--- src/rtl/rv_gpio_ctrl.sv ---
// Memory-mapped GPIO bank: synchronised inputs with rising-edge capture, maskable level IRQ, registered outputs.
// Optional per-bit input debounce is built when GPIO_DEBOUNCE_EN is defined.
module rv_gpio_ctrl #(
  parameter int unsigned      WIDTH           = 16,
  parameter int unsigned      SYNC_STAGES     = 2,
  parameter logic [WIDTH-1:0] RESET_OUT       = '0,
  parameter int unsigned      DEBOUNCE_CYCLES = 4
) (
  input  logic             clk,
  input  logic             reset,
  input  logic             i_sel,
  input  logic             i_we,
  input  logic [1:0]       i_addr,
  input  logic [31:0]      i_wdata,
  output logic [31:0]      o_rdata,
  output logic             o_ready,
  input  logic [WIDTH-1:0] i_data,
  output logic [WIDTH-1:0] o_data,
  output logic             o_irq
);

  typedef enum logic [1:0] {
    REG_DATA_IN  = 2'd0,
    REG_DATA_OUT = 2'd1,
    REG_IRQ_EN   = 2'd2,
    REG_IRQ_STAT = 2'd3
  } reg_addr_e;

  if (WIDTH < 1 || WIDTH > 32) begin : g_bad_width
    $error("rv_gpio_ctrl: WIDTH must be 1..32");
  end
  if (SYNC_STAGES < 2) begin : g_bad_sync
    $error("rv_gpio_ctrl: SYNC_STAGES must be >= 2");
  end
  if (DEBOUNCE_CYCLES < 1) begin : g_bad_db
    $error("rv_gpio_ctrl: DEBOUNCE_CYCLES must be >= 1");
  end

  reg_addr_e                        addr;
  logic [WIDTH-1:0]                 wdata_w;
  logic                             unused_wdata;
  logic [SYNC_STAGES-1:0][WIDTH-1:0] sync_q;
  logic [WIDTH-1:0]                 sync_in;
  logic [WIDTH-1:0]                 stable;
  logic [WIDTH-1:0]                 prev_q;
  logic [WIDTH-1:0]                 rise;
  logic [WIDTH-1:0]                 data_out_q;
  logic [WIDTH-1:0]                 irq_en_q;
  logic [WIDTH-1:0]                 irq_stat_q;
  logic [WIDTH-1:0]                 w1c;
  logic [31:0]                      rd_mux;

  assign addr         = reg_addr_e'(i_addr);
  assign wdata_w      = i_wdata[WIDTH-1:0];
  assign unused_wdata = ^i_wdata;

  // Input synchroniser chain
  always_ff @(posedge clk or negedge reset) begin
    if (!reset) begin
      sync_q <= '0;
    end else begin
      sync_q[0] <= i_data;
      for (int unsigned s = 1; s < SYNC_STAGES; s++) begin
        sync_q[s] <= sync_q[s-1];
      end
    end
  end

  assign sync_in = sync_q[SYNC_STAGES-1];

`ifdef GPIO_DEBOUNCE_EN
  localparam int unsigned CW = $clog2(DEBOUNCE_CYCLES + 1);

  logic [WIDTH-1:0][CW-1:0] db_cnt;
  logic [WIDTH-1:0]         stable_q;

  // A bit is accepted only after it has differed from stable for DEBOUNCE_CYCLES consecutive cycles
  always_ff @(posedge clk or negedge reset) begin
    if (!reset) begin
      db_cnt   <= '0;
      stable_q <= '0;
    end else begin
      for (int unsigned b = 0; b < WIDTH; b++) begin
        if (sync_in[b] == stable_q[b]) begin
          db_cnt[b] <= '0;
        end else if (db_cnt[b] == CW'(DEBOUNCE_CYCLES - 1)) begin
          stable_q[b] <= sync_in[b];
          db_cnt[b]   <= '0;
        end else begin
          db_cnt[b] <= db_cnt[b] + CW'(1);
        end
      end
    end
  end

  assign stable = stable_q;
`else
  assign stable = sync_in;
`endif

  assign rise = stable & ~prev_q;
  assign w1c  = (i_sel && i_we && addr == REG_IRQ_STAT) ? wdata_w : '0;

  // Rise is OR-ed in after the clear, so a same-cycle edge survives a W1C
  always_ff @(posedge clk or negedge reset) begin
    if (!reset) begin
      prev_q     <= '0;
      irq_stat_q <= '0;
    end else begin
      prev_q     <= stable;
      irq_stat_q <= (irq_stat_q & ~w1c) | rise;
    end
  end

  always_comb begin
    rd_mux = '0;
    unique case (addr)
      REG_DATA_IN:  rd_mux = 32'(stable);
      REG_DATA_OUT: rd_mux = 32'(data_out_q);
      REG_IRQ_EN:   rd_mux = 32'(irq_en_q);
      REG_IRQ_STAT: rd_mux = 32'(irq_stat_q);
      default:      rd_mux = '0;
    endcase
  end

  always_ff @(posedge clk or negedge reset) begin
    if (!reset) begin
      data_out_q <= RESET_OUT;
      irq_en_q   <= '0;
      o_rdata    <= '0;
      o_ready    <= 1'b0;
      o_irq      <= 1'b0;
    end else begin
      o_ready <= i_sel;
      o_irq   <= |(irq_stat_q & irq_en_q);
      if (i_sel) begin
        o_rdata <= i_we ? '0 : rd_mux;
        if (i_we) begin
          case (addr)
            REG_DATA_OUT: data_out_q <= wdata_w;
            REG_IRQ_EN:   irq_en_q   <= wdata_w;
            default:      ;
          endcase
        end
      end
    end
  end

  assign o_data = data_out_q;

endmodule

--- config.mk ---
export PLATFORM = sky130hd
export DESIGN_NAME = rv_gpio_ctrl
export DESIGN_NICKNAME = d
export VERILOG_FILES = /design/src/rtl/rv_gpio_ctrl.sv
export SDC_FILE = /design/constraint.sdc
export NUM_CORES = 1
export LEC_CHECK = 0
export ABC_AREA = 1
export BUFFER_PORTS_ARGS = -buffer_cell sky130_fd_sc_hd__buf_2
export CELL_PAD_IN_SITES_DETAIL_PLACEMENT = 0
export CELL_PAD_IN_SITES_GLOBAL_PLACEMENT = 1
export CORE_ASPECT_RATIO = 0.75
export CORE_UTILIZATION = 41
export CTS_CLUSTER_DIAMETER = 200
export DETAILED_ROUTE_END_ITERATION = 8
export PLACE_DENSITY_LB_ADDON = 0.2
export SYNTH_ARGS = -nofsm -noshare
export SYNTH_HDL_FRONTEND = slang
export SYNTH_SLANG_ARGS = --single-unit
--- constraint.sdc ---
create_clock -name clk -period 0.9 [get_ports clk]
set_input_delay 0 -clock clk [delete_from_list [all_inputs] [get_ports clk]]
set_output_delay 0 -clock clk [all_outputs]
set_load 0.1 [all_outputs]
# Word-level counts from Yosys, hierarchy flattened
# Index checks and enable logic that the tools add are counted.
# classes
n_eq_ne,3
muxes,3
bitwise,6
reduce_logical,6
# ops
cell,count
32-bit one-hot mux with 4 select lines,1
16-bit AND,3
32-bit two-way mux,1
16-bit inverter,2
16-bit two-way mux,1
16-bit bitwise OR,1
16-bit OR reduction,1
3-bit AND reduction,2
"2-bit == test, second input constant",2
"2-bit by 1-bit == test with 1-bit output, second input constant",1
1-bit logical AND,2
2-bit zero test,1
# word_totals
reg_bits,130
inputBits,54
out_inout_bits,50
elab_cells,27

# Depth between registers and ports, before layout
# Gate-level depths: netlist (run 1).
# depth
depth_word,6
ltp_mapped,7
depth_no_buf,6

# Worst setup path after synthesis (run 1)
# OpenSTA, ideal clock, no wires.
# synth_path
path_type,flip-flop to flip-flop
startpoint,register data_out_q[14] (netlist: o_data[14])
endpoint,register o_rdata[14]
setup_time_ps,68
t_arrival_ps,1255
required_time_ps,832
path_slack_ps,-422
stages_incl_launch_ff,5
n_path_buf,0
synth_period_minus_slack_ps,1322
path_cell_list,dfrtp_1 -> nand3_1 -> nand3_1 -> nand2_1 -> nand2_1
# synth_via
elab_chain_cells,2
# synth_rtl
item,line,source
from (decl),47,logic [WIDTH-1:0] data_out_q;
from (signal assigned),140,REG_DATA_OUT: data_out_q <= wdata_w;
32-bit one-hot mux with 4 select lines,117,unique case (addr)
32-bit two-way mux,137,o_rdata <= i_we ? '0 : rd_mux;
to (signal assigned),137,
to (decl),15,"output logic [31:0] o_rdata,"
# Every way passes these cells. The select of a mux whose other input is x is not followed.
# A chain may end at the register's enable or synchronous reset.

# Worst setup path in the final report (run 1)
# layout_path
startpoint,register data_out_q[14] (netlist: o_data[14])
endpoint,output o_data[14]
# layout_lines
item,line,source
to (decl),18,"output logic [WIDTH-1:0] o_data,"
# No word-level cell between the ends.

==> results.md, run 1 <==
Run status:
- The run finished, with violations left.
- The checks that failed: negative setup slack.

CTS:
- No sink is reached through more buffers than the 2 on the longest clock path.
- The H-tree was split into 4 levels.
- The clock reaches the later pin of the worst-skew pair after roughly 0.41 ns.
- In this run, CTS created clock tree buffers numbering 17.
- The clock-pin slew on the worst setup and hold paths is around 0.05 ns.
- The clock tree from TritonCTS is yes.
- The clock sink count is 114.
- The CTS root buffer is clkbuf_16.

Synthesis:
- The synthesized area per cell is between 9 and 10 um^2.
- By area the synthesized netlist is led by dfrtp_1 63%, nand2_1 9.9%, nand3_1 5.4%.
- The register bit count reported by yosys is between 100 and 150.
- After synthesis the cells add up to roughly 4500 um^2.
- The number of unique standard cell types used by synthesis is 19.
- The cell type with the highest aggregate area in the netlist is dfrtp_1.
- In the synthesized netlist, the number of instances is 462.
- Summing the sequential cell areas from Yosys gives a little over three fifths of the chip area.
- The area share of the largest cell type after synthesis is a little over three fifths.
- The Yosys step of the flow raised 0 warnings.

Floorplan:
- Measured along the y axis, the die boundary spans ~93 um.
- The I/O pin count is ~100.
- The width of the chip is about 120 um.
- The initial standard-cell utilization of the core is a little over two fifths.
- The number of placement rows is 32.
- The area enclosed by the die boundary is ~11000 um^2.
- The area of the core is between 10000 and 15000 um^2.

STA:
- Setup violations remaining at the end of the flow were counted as 45.
- The time the final worst path needs with I/O delays and setup is 1.165 ns.
- The number of hold violations in the final report is 0.
- The summed negative setup slack over all endpoints is -6.810 ns.
- For the final database, setup skew stands at approximately 0.0074 ns.
- Setup repair after global routing could not meet its margin everywhere.
- Hold timing on the final database bottoms out at a slack of approximately 0.053 ns.
- The worst setup slack after layout is -0.2649 ns.
- After layout, the worst path uses 129.4% of the clock period.
- The upper clock frequency limit is approximately 860 MHz.
- The final number of max-transition violations is 0.

Power:
- The worst IR drop on VDD is 1444 uV.
- The static power due to leakage is about 0.0035 uW.
- In this run the power density over the cells is approximately 2600 nW/um^2.

Setup path:
- The register-to-register path setup slack is -0.20 ns.
- The reg-to-reg critical path startpoint is o_data[9].
- The data required time of the worst path is ~0.9 ns.
- The critical path is of the register to primary output type.
- The capturing element type of the critical path is a primary output.
- STA classifies the critical path startpoint as a register.
- The origin of the worst setup path is o_data[14].
- Counting cells, the worst reg-to-reg path comes to 5.
- The arrival time reported for the critical path endpoint is 1.16 ns.
- The largest fanout of any net on the critical path is 2.
- The endpoint identified for the worst register-to-register timing path is o_rdata[9].

GRT:
- The met1 routing resource usage after global routing is between 20 and 30%.
- The global-route usage over all layers is a little over a fifth.
- The number of antenna violations at the first check in global routing is 0.
- The first global-routing pass estimated approximately 19 mm of wire.
- The maximum number of pins on one net before global-route repair is 30.
- The fraction of met3 tracks used by global routing is ~4.2%.
- Global routing used 34.64% of the available met2 tracks.
- The most used routing layer is met2.
- The leftover overflow at the end of global routing is 0.
- The via count of the first global-routing pass came to 3723.

Drt:
- In this run the remaining antenna-violating nets after routing total 0.
- Across all layers, the routed design uses between 3000 and 4000 vias.
- The average wire length per cell after detail routing is around 15 um.
- The final routed DRC violation total is 0.
- After the first detailed-routing iteration, the DRC count stood at around 230.
- The average vias per placed instance is approximately 4.7.
- The number of search-and-repair iterations in the first detailed-routing pass is 4.
- The routed wire length is approximately 11 mm.

Final layout:
- Compared with the post-synthesis result, the final layout area differs by 60.36%.
- The number of antenna diodes in the final layout is 0.
- The share of cells above drive strength 1 is a little over a third.
- The number of nets in the layout is a little under 700.

Placement:
- OpenSTA, run right after detailed placement, puts the worst setup slack at -0.05299 ns.
- The final estimated routing congestion in global placement is around 0.8.
- After legalization and detailed placement, the total HPWL measured 7.230 mm.
- The count of buffers added on input and output ports is between 70 and 80.

Worst hold path:
- The min-delay analysis places its worst path in the category input port to asynchronous set/reset pin.

Run:
- The number of violations of the max-capacitance limit is 0.
critical path, cell delays in order (launching register included):
cell and delay (ns):
dfrtp_4 0.47, buf_6 0.13, buf_12 0.15
cell type report:
cell class                      instances  area (um^2)
Sequential cell                       114         2933
Multi-Input combinational cell        289         1396
Inverter                               38        142.6
Clock buffer                           24        501.7
Fill cell                             792         3267
Clock inverter                          8        219.0
Timing Repair Buffer                  160         1901
Tap cell                              136        170.2
flip-flops by register name (all words and copies together) (netlist names):
name        flops
o_ready         1
stable         16
irq_stat_q     16
prev_q         16
o_data         16
o_rdata        16
o_irq           1
sync_q         16
irq_en_q       16
logic make-up (layout without fill, tap and decap cells):
family | Yosys count | in the layout | share of synthesized area, %
and+or+nand+nor | 193 | 193 | 18.78
DFF | 114 | 114 | 62.98
AOI/OAI and AO/OA | 80 | 80 | 9.724
buffers and inverters | 74 | 230 | 8.425
other | 1 | 16 | 0.08279
placed cells by master, fill, tap and decap left out, drive strengths merged, types with 16 or more instances in the layout:
master | Yosys | routed
dlygate4sd3 | 0 | 34
buf | 35 | 126
a21oi | 16 | 16
clkbuf | 1 | 24
o21ai | 48 | 48
dfrtp | 114 | 114
or2 | 16 | 16
o21bai | 16 | 16
inv | 38 | 38
conb | 1 | 16
nand3 | 51 | 51
nand2 | 122 | 122
synth_stat cells:
cell type,n
nor2_4,1
nand3_1,49
nand2_1,120
o21bai_1,16
or2_2,16
nand2_2,2
o21ai_0,18
buf_6,2
nor2_1,3
nand3_2,2
buf_2,14
buf_4,19
a21oi_1,16
inv_1,34
clkbuf_1,1
o21ai_1,30
dfrtp_1,114
inv_2,4
conb_1,1
worst max-delay path by stage:
| stage | end | slack, ns | depth (start not counted) |
|---|---|---|---|
| after floorplan | o_rdata[0] | -0.15 | 4 |
| after global placement | o_irq | -0.05 | 4 |
| after detailed placement | o_data[10] | -0.05 | 7 |
| after CTS | o_data[13] | -0.29 | 2 |
| after global routing | o_data[12] | -0.30 | 2 |
| final | o_data[14] | -0.26 | 2 |
stage by stage:
| stage | instance area, um^2 | util, % | power (uW) | std cells |
|---|---|---|---|---|
| after floorplan | 4666 | - | 8767 | 477 |
| after global placement | 6011 | 57.08 | 10540 | 694 |
| after detailed placement | 6011 | 57.08 | 10600 | 694 |
| after CTS | 7209 | 68.46 | 19110 | 767 |
| after global routing | 7263 | 68.98 | 19770 | 769 |
| final | 7263 | 68.98 | 19060 | 769 |
what timing repair did:
item / CTS / global route
buffers inserted: 7 / 2
hold endpoints to repair: 179 / 0
pin swaps: 0 / 11
setup endpoints to repair: 44 / 53
resized for setup: 23 / 12
hold buffers: 34 / 0
per-layer routing:
metal	routed length [um]	share of wire, %	up-vias
met3	494	4.4	9
met4	84	0.75	0
met1	5205	46	1764
met2	5481	49	96
met5	0	0	-
li1	-	-	1767
power by group:
group / switching (uW) / internal (uW)
clock network: 2260 / 5850
registers: 370 / 5740
logic: 2960 / 1880
total: 5590 / 13500
(Power assumes the default switching activity.)
==> run 2, diff against run 1 <==
--- a/config.mk
+++ b/config.mk
@@ -6,10 +6,10 @@
 export NUM_CORES = 1
 export LEC_CHECK = 0
-export ABC_AREA = 1
+export ABC_AREA = 0
 export BUFFER_PORTS_ARGS = -buffer_cell sky130_fd_sc_hd__buf_2
 export CELL_PAD_IN_SITES_DETAIL_PLACEMENT = 0
 export CELL_PAD_IN_SITES_GLOBAL_PLACEMENT = 1
 export CORE_ASPECT_RATIO = 0.75
-export CORE_UTILIZATION = 41
+export CORE_UTILIZATION = 43
 export CTS_CLUSTER_DIAMETER = 200
 export DETAILED_ROUTE_END_ITERATION = 8
==> constraint.sdc (replaced) <==
create_clock -name clk -period 0.9 [get_ports clk]
set_input_delay 0 -clock clk [delete_from_list [all_inputs] [get_ports clk]]
set_output_delay 0 -clock clk [all_outputs]
set_load 0.05 [all_outputs]
==> results.md, run 2 <==
Setup path:
- The worst register-to-register path ends at o_irq.
- The register-to-register path setup slack was -0.22 ns (-0.02 ns).
- The largest stage delay on the critical path is 0.39 ns (-0.08 ns).
- The library cell contributing the largest single delay on the critical path is dfrtp_1.
- The origin of the worst setup path is irq_stat_q[11].
- The capturing element type of the critical path is a register.
- Walking the worst path, the cells encountered are a22o_1 -> a221oi_2 -> nand4_1.
- The path depth of the worst reg2reg path came to 3 (-2).
- The arrival time reported for the critical path endpoint came to 1.39 ns (+0.23 ns).
- The data required time of the worst path is 1.17 ns (+0.27 ns).
- The timing endpoint of the critical path is o_irq.
- The largest fanout of any net on the critical path came to 2 (unchanged).
- The critical path is of the register to register type.
- The worst setup path is launched from a register.
- The worst register-to-register path begins at irq_stat_q[11].

Final layout:
- The area growth from synthesis to layout is 52.61%.
- The top cell types in the final layout, fill and taps aside, are 98 x dfrtp_1, 45 x buf_6, 42 x mux2_4.
- The share of cells above drive strength 1 is 52.85% (+17 points).
- The final core utilization is 67.74% (-1.2 points).
- The number of diodes added for antenna fixing is 0 (unchanged).
- The commonest non-fill, non-tap cell in the layout is dfrtp_1.
- The number of nets in the layout came to 550 (-18%).
- The design area came to 6998 um^2 (-3.7%).
- The non-filler instance count after layout is 645 (-16%).

Floorplan:
- The number of placement rows is 32 (unchanged).
- The area enclosed by the die boundary was 11090 um^2 (-3.4%).
- The area of the core is 10330 um^2 (-1.9%).
- The initial standard-cell utilization of the core is 44.39% (+1.4 points).
- The I/O pin count is 104 (unchanged).
- The width of the chip is 121.2 um (-1.7%).
- The vertical die dimension came to 91.43 um (-1.7%).

Power:
- The combinational share of power came to 25.6% (+0.2 points).
- The power per standard cell area was 2353 nW/um^2 (-10%).
- The total design power is 16460 uW (-14%).
- The switching part of the total power is 28.09% (-1.2 points).
- The proportion of power drawn by flip-flops and latches was 37.5% (+5.5 points).
- The static power due to leakage came to 0.003365 uW (-3.0%).
- The clock network power share is 37.0% (-5.5 points).
- The switching component of the power is 4625 uW (-17%).
- The worst IR drop on VDD was 1678 uV (+16%).
- The internal cell power is 11840 uW (-12%).

GRT:
- The maximum number of pins on one net before global-route repair was 38 (+27%).
- The first-pass GRT wire length is 17.19 mm (-7.5%).
- The via count of the first global-routing pass came to 3282 (-12%).
- The leftover overflow at the end of global routing is 0 (unchanged).
- The number of antenna violations at the first check in global routing was 0 (unchanged).
- The global-route usage over all layers is 21.31% (-0.67 points).

STA:
- The final number of max-transition violations was 0 (unchanged).
- The largest clock skew in the final design came to 0.007373 ns (-0.000007330 ns).
- The period utilization is 124.0% (-5.4 points).
- The worst hold slack across all endpoints is 0.02704 ns (-0.02620 ns).
- Setup repair after global routing could not meet its margin everywhere.
- The upper clock frequency limit is 896.1 MHz (+4.4%).
- The time the final worst path needs with I/O delays and setup is 1.116 ns (-0.04892 ns).
- The worst setup slack after layout is -0.2160 ns (+0.04892 ns).
- The number of failing setup endpoints in the final timing report is 57 (+27%).
- The number of hold violations in the final report is 0 (unchanged).

Synthesis:
- The register bit count reported by yosys is 114 (unchanged).
- The number of enable flip-flop cells after synthesis was 0 (unchanged).
- The count of synthesis-stage warnings from yosys is 0 (unchanged).
- The area share of the largest cell type after synthesis is 62.21% (-0.77 points).
- The cell area after synthesis is 4586 um^2 (+1.2%).
- The most common cell in the synthesized netlist is dfrtp_1.
- Of all cell types, the one taking the most synthesized area is dfrtp_1.
- The gate count after technology mapping came to 318 (-31%).
- The number of unique standard cell types used by synthesis is 22 (+3).
- In the post-synthesis netlist, the biggest area contributors are dfrtp_1 62%, mux2_2 11%, mux2_4 6.5%.
- Ranked by instance count, the synthesized netlist is headed by 114 x dfrtp_1, 44 x mux2_2, 32 x inv_1.
- The main flop type after synthesis is dfrtp_1.
- The sequential share of the synthesized area is 62.21% (-0.77 points).
- The synthesized area per cell is 14.42 um^2 (+47%).
- The fraction of synthesis flops using an asynchronous set or reset pin is 100.0% (unchanged).

CTS:
- The H-tree depth is 4 (unchanged).
- The clock sink count is 114 (unchanged).
- The CTS root buffer is clkbuf_16.
- The clock buffer count from CTS is 17 (unchanged).
- TritonCTS built the clock tree.
- The source-to-sink clock delay at the later pin of the worst-skew pair came to 0.41 ns (about the same).
- The clock tree buffer depth is 2 (unchanged).
- The clock-pin slew on the worst setup and hold paths is 0.05 ns (about the same).

Drt:
- The average wire length per cell after detail routing came to 16.43 um (+12%).
- The routed wire length is 10.60 mm (-5.9%).
- The count of antenna-violating nets left after detailed routing came to 0 (unchanged).
- The via count is 3091 (-15%).
- The number of search-and-repair iterations in the first detailed-routing pass is 4 (unchanged).
- The average vias per placed instance is 4.792 (+1.4%).
- The number of DRC markers in iteration 0 is 157 (-32%).
- The final routed DRC violation total is 0 (unchanged).

Placement:
- The placement-stage cell area is 5469 um^2 (-9.0%).
- The final estimated routing congestion in global placement came to 0.7610 (-5.3%).
- The placed instance count is 555 (-20%).
- The port buffer count is 71 (unchanged).
- The placed wire-length estimate came to 6.515 mm (-9.9%).

Run status:
- The final reports fail on negative setup slack.
- The flow ran to the end, but the final reports show violations.

Worst hold path:
- The tightest min-delay check is of the input port to asynchronous set/reset pin type.

Run:
- The number of violations of the max-capacitance limit is 0 (unchanged).
run 2: changes by cell type after synthesis, sizes merged, moves of 16 or more:
| cell | change |
|---|---|
| or2 | -16 |
| o21bai | -16 |
| mux2 | +64 |
| nand2 | -106 |
| a22oi | +16 |
| a22o | +20 |
| a21oi | -16 |
| o21ai | -32 |
| nand3 | -51 |
run 2: power groups by stage:
stage                     Clock (uW)  Sequential (uW)  Combinational, uW
after floorplan                    0             7040               1230
after global placement             0             6170               3120
after detailed placement           0             6180               3140
after CTS                       6190             6160               4100
after global routing            6480             6230               4440
final                           6080             6170               4210
run 2: layer usage:
layer | up-vias | share of wire (%) | global-route usage (%)
met4 | 0 | 1.6 | 8.230
met2 | 76 | 47 | 32.19
li1 | 1436 | - | -
met1 | 1559 | 47 | 29.03
met3 | 20 | 3.9 | 5.967
met5 | - | 0 | 0
run 2: cell families after synthesis:
family                 count (synthesis)  share of synthesized area [%]
buffers and inverters                 61                          7.803
AND/OR/NAND/NOR                       22                          3.275
other                                  1                        0.08178
AO/OA/AOI/OAI                         56                          9.277
flip-flops                           114                          62.21
multiplexers                          64                          17.35
run 2: timing repair:
item | CTS | global route
resized for setup | 123 | 12
endpoints found under the setup margin | 56 | 67
hold buffers | 34 | 0
gates cloned | 0 | 0
setup buffers | 19 | 7
pin swaps | 15 | 2
hold endpoints to repair | 179 | 0
run 2: worst min-delay path by stage:
stage / from / to / slack, ns / cells after the start
final: reset / stable[11] / 0.03 / 2
after global routing: reset / sync_q[11] / 0.04 / 2
after CTS: reset / stable[11] / 0.02 / 2
after floorplan: reset / irq_en_q[0] / -0.30 / 0
after global placement: reset / sync_q[11] / -0.09 / 1
after detailed placement: reset / stable[11] / -0.09 / 1
run 2: through the flow:
step / TNS, ns / setup slack [ns]
3_3_place_gp: -8.534 / -0.2439
2_1_floorplan: -3.916 / -0.2186
5_1_grt: -7.758 / -0.2761
4_1_cts: -6.248 / -0.2250
3_5_place_dp: -9.375 / -0.2485
6_report: -5.855 / -0.2160
run 2: final cells by class:
type / count / area (um^2)
fill: 721 / 3332
sequential: 114 / 2873
timing repair buffer: 173 / 1688
multi-input combinational: 158 / 1599
clock buffer: 27 / 523.0
tap: 136 / 170.2
inverter: 32 / 120.1
clock inverter: 5 / 25.02
run 2: critical path, delay by kind of cell, from the launching register on:
family | cells | cell delay (ns)
AOI/OAI and AO/OA | 2 | 0.47
and+or+nand+nor | 1 | 0.12
DFF | 1 | 0.39
==> run 3, diff against run 2 <==
GPL_TIMING_DRIVEN = 0   (was default)
==> results.md, run 3 (synthesized netlist as in run 2, its figures left out) <==
Run status:
- The run finished, with violations left.
- The final reports fail on negative setup slack.

Setup path:
- The largest stage delay on the critical path is 0.41 ns (+0.02 ns).
- The data required time of the worst path is 1.16 ns (about the same).
- The number of logic stages on the critical path including buffering came to 3 (unchanged).
- The largest fanout of any net on the critical path is 3 (+1).
- The classification of the worst setup path is register to register.
- Walking the worst path, the cells encountered are a22o_1 -> a221oi_2 -> nand4_1.
- The worst setup path is launched from a register.
- The kind of cell with the highest combined delay along the critical path is compound AO/OA/AOI/OAI gates.
- The buffering stage count on the worst path with inverters included came to 0 (unchanged).
- The path depth of the worst reg2reg path is 3 (unchanged).
- The arrival time reported for the critical path endpoint came to 1.43 ns (+0.04 ns).
- The capturing element type of the critical path is a register.
- The slowest stage of the critical path belongs to the cell dfrtp_1.

Final layout:
- The final core utilization was 65.43% (-2.3 points).
- The library cell used most frequently in the layout, excluding fill and tap cells, is dfrtp_1.
- Leaving out fill and tap cells, the most frequent cells in the layout are 98 x dfrtp_1, 46 x buf_6, 41 x mux2_4.
- The share of cells above drive strength 1 was 51.41% (-1.4 points).
- The number of nets in the layout is 540 (-1.8%).
- The number of diodes added for antenna fixing is 0 (unchanged).
- The non-filler instance count after layout came to 634 (-1.7%).
- The layout overhead on the synthesized area is 47.39%.

Floorplan:
- The area enclosed by the die boundary is 11090 um^2 (unchanged).
- The initial standard-cell utilization of the core is 44.39% (unchanged).
- The number of placement rows came to 32 (unchanged).
- The width of the chip was 121.2 um (unchanged).
- The I/O pin count is 104 (unchanged).
- The area of the core was 10330 um^2 (unchanged).
- The vertical die dimension is 91.43 um (unchanged).

STA:
- The final number of max-transition violations is 0 (unchanged).
- The worst setup slack after layout is -0.2715 ns (-0.05547 ns).
- The worst hold slack across all endpoints is 0.03398 ns (+0.006940 ns).
- Setup repair after global routing could not meet its margin everywhere.
- The number of hold violations in the final report is 0 (unchanged).
- The number of failing setup endpoints in the final timing report came to 52 (-8.8%).
- The largest clock skew in the final design is 0.009280 ns (+0.001907 ns).
- The upper clock frequency limit is 853.6 MHz (-4.7%).
- The worst slew margin relative to its limit is a little over half.
- The period utilization is 130.2% (+6.2 points).
- The transition at the pin with the smallest max-transition slack is between 0.7 and 0.8 ns.
- The summed negative setup slack over all endpoints is -4.911 ns (+0.9444 ns).
- The time the final worst path needs with I/O delays and setup is 1.171 ns (+0.05547 ns).

GRT:
- The via count of the first global-routing pass is 3155 (-3.9%).
- The global-route usage over all layers is 21.11% (-0.20 points).
- The number of antenna violations at the first check in global routing was 0 (unchanged).
- The first-pass GRT wire length came to 17.00 mm (-1.1%).
- The maximum number of pins on one net before global-route repair came to 86 (+130%).
- The leftover overflow at the end of global routing is 0 (unchanged).

Drt:
- The count of antenna-violating nets left after detailed routing came to 0 (unchanged).
- The average wire length per cell after detail routing is 16.84 um (+2.5%).
- The detailed-route wire length on metal 1 came to 5.124 mm (+2.2%).
- The number of DRC markers in iteration 0 came to 153 (-2.5%).
- The final routed DRC violation total is 0 (unchanged).
- The met3 wirelength from detailed routing is 476 um (+14%).
- The via count is 2982 (-3.5%).
- The highest layer used for signal routing is met4.
- The number of search-and-repair iterations in the first detailed-routing pass is 4 (unchanged).
- The average vias per placed instance is 4.703 (-1.9%).
- The routed wire length is 10.68 mm (+0.76%).
- The total met2 wirelength after detailed routing came to 5.010 mm (+0.18%).

CTS:
- The clock-pin slew on the worst setup and hold paths is 0.05 ns (about the same).
- The clock sink count is 114 (unchanged).
- The source-to-sink clock delay at the later pin of the worst-skew pair is 0.40 ns (about the same).
- The H-tree depth came to 4 (unchanged).
- In this run the clock root is driven by a clkbuf_16.
- TritonCTS built the clock tree.
- The clock buffer count from CTS came to 17 (unchanged).
- The clock tree buffer depth is 2 (unchanged).

Power:
- The total design power is 16120 uW (-2.1%).
- The static power due to leakage is 0.003257 uW (-3.2%).
- The worst IR drop on VDD is 1863 uV (+11%).
- The power per standard cell area is 2384 nW/um^2 (+1.3%).

Placement:
- The port buffer count is 70 (-1.4%).
- The final estimated routing congestion in global placement is 0.7776 (+2.2%).
- The placed instance count is 540 (-2.7%).
- The placed wire-length estimate is 6.376 mm (-2.1%).

Worst hold path:
- The path class of the lowest-slack min-delay path is input port to asynchronous set/reset pin.

Run:
- The number of violations of the max-capacitance limit is 0 (unchanged).
-- run 3: cell count changes in the layout (fill, tap and decap cells not counted), sizes merged --
cell / previous run / this run
dlygate4sd3: 34 / 36
clkbuf: 27 / 26
bufinv: 0 / 1
buf: 139 / 126
-- run 3: routing by layer --
layer / vias up / track usage, %
li1: 1406 / -
met1: 1500 / 30.14
met2: 70 / 31.48
met3: 6 / 6.219
met4: 0 / 5.247
met5: - / 0
-- run 3: path summary, 6_finish.rpt --
path | from | end | slack [ns]
min in group clk | i_addr[1] | o_rdata[0] | 0.04
min | reset | sync_q[11] | 0.03
max | irq_en_q[15] | o_irq | -0.27
min reg2reg | sync_q[4] | stable[4] | 0.35
max in group asynchronous | reset | o_data[14] | 0.12
max reg2reg | irq_en_q[15] | o_irq | -0.27
-- run 3: timing repair --
item                       CTS  global route
pin swaps                   17             1
hold endpoints to repair   184             0
hold buffers                36             0
buffers inserted            18             9
gates resized for setup     99            12
setup endpoints to repair   51            57
-- run 3: layout make-up --
type	count	area, um^2
inverter	32	120.1
buffer	29	259.0
fill	759	3571
clock inverter	6	55.05
multi-input combinational	158	1600
timing repair buffer	134	1186
clock buffer	25	495.5
sequential	114	2873
tap	136	170.2
-- run 3: metrics by stage --
step / setup WS (ns) / cell area [um^2]
after global routing: -0.3304 / 6759
after detailed placement: -0.3861 / 5274
after global placement: -1.736 / 5240
final: -0.2715 / 6759
after CTS: -0.2785 / 6644
after floorplan: -0.2186 / 4720
-- run 3: worst register-to-register path: stages (launching register included) --
cell and delay (ns):
dfrtp_1 0.41, a22o_1 0.25, a221oi_2 0.23, nand4_1 0.14
-- run 3: where the power goes --
| part | internal (uW) | total [uW] | switching [uW] | leakage, uW |
|---|---|---|---|---|
| combinational | 1790 | 3670 | 1880 | 0.00168 |
| sequential | 5740 | 6240 | 497 | 0.00130 |
| clock | 4040 | 6210 | 2170 | 0.000277 |
| total | 11600 | 16100 | 4550 | 0.00326 |
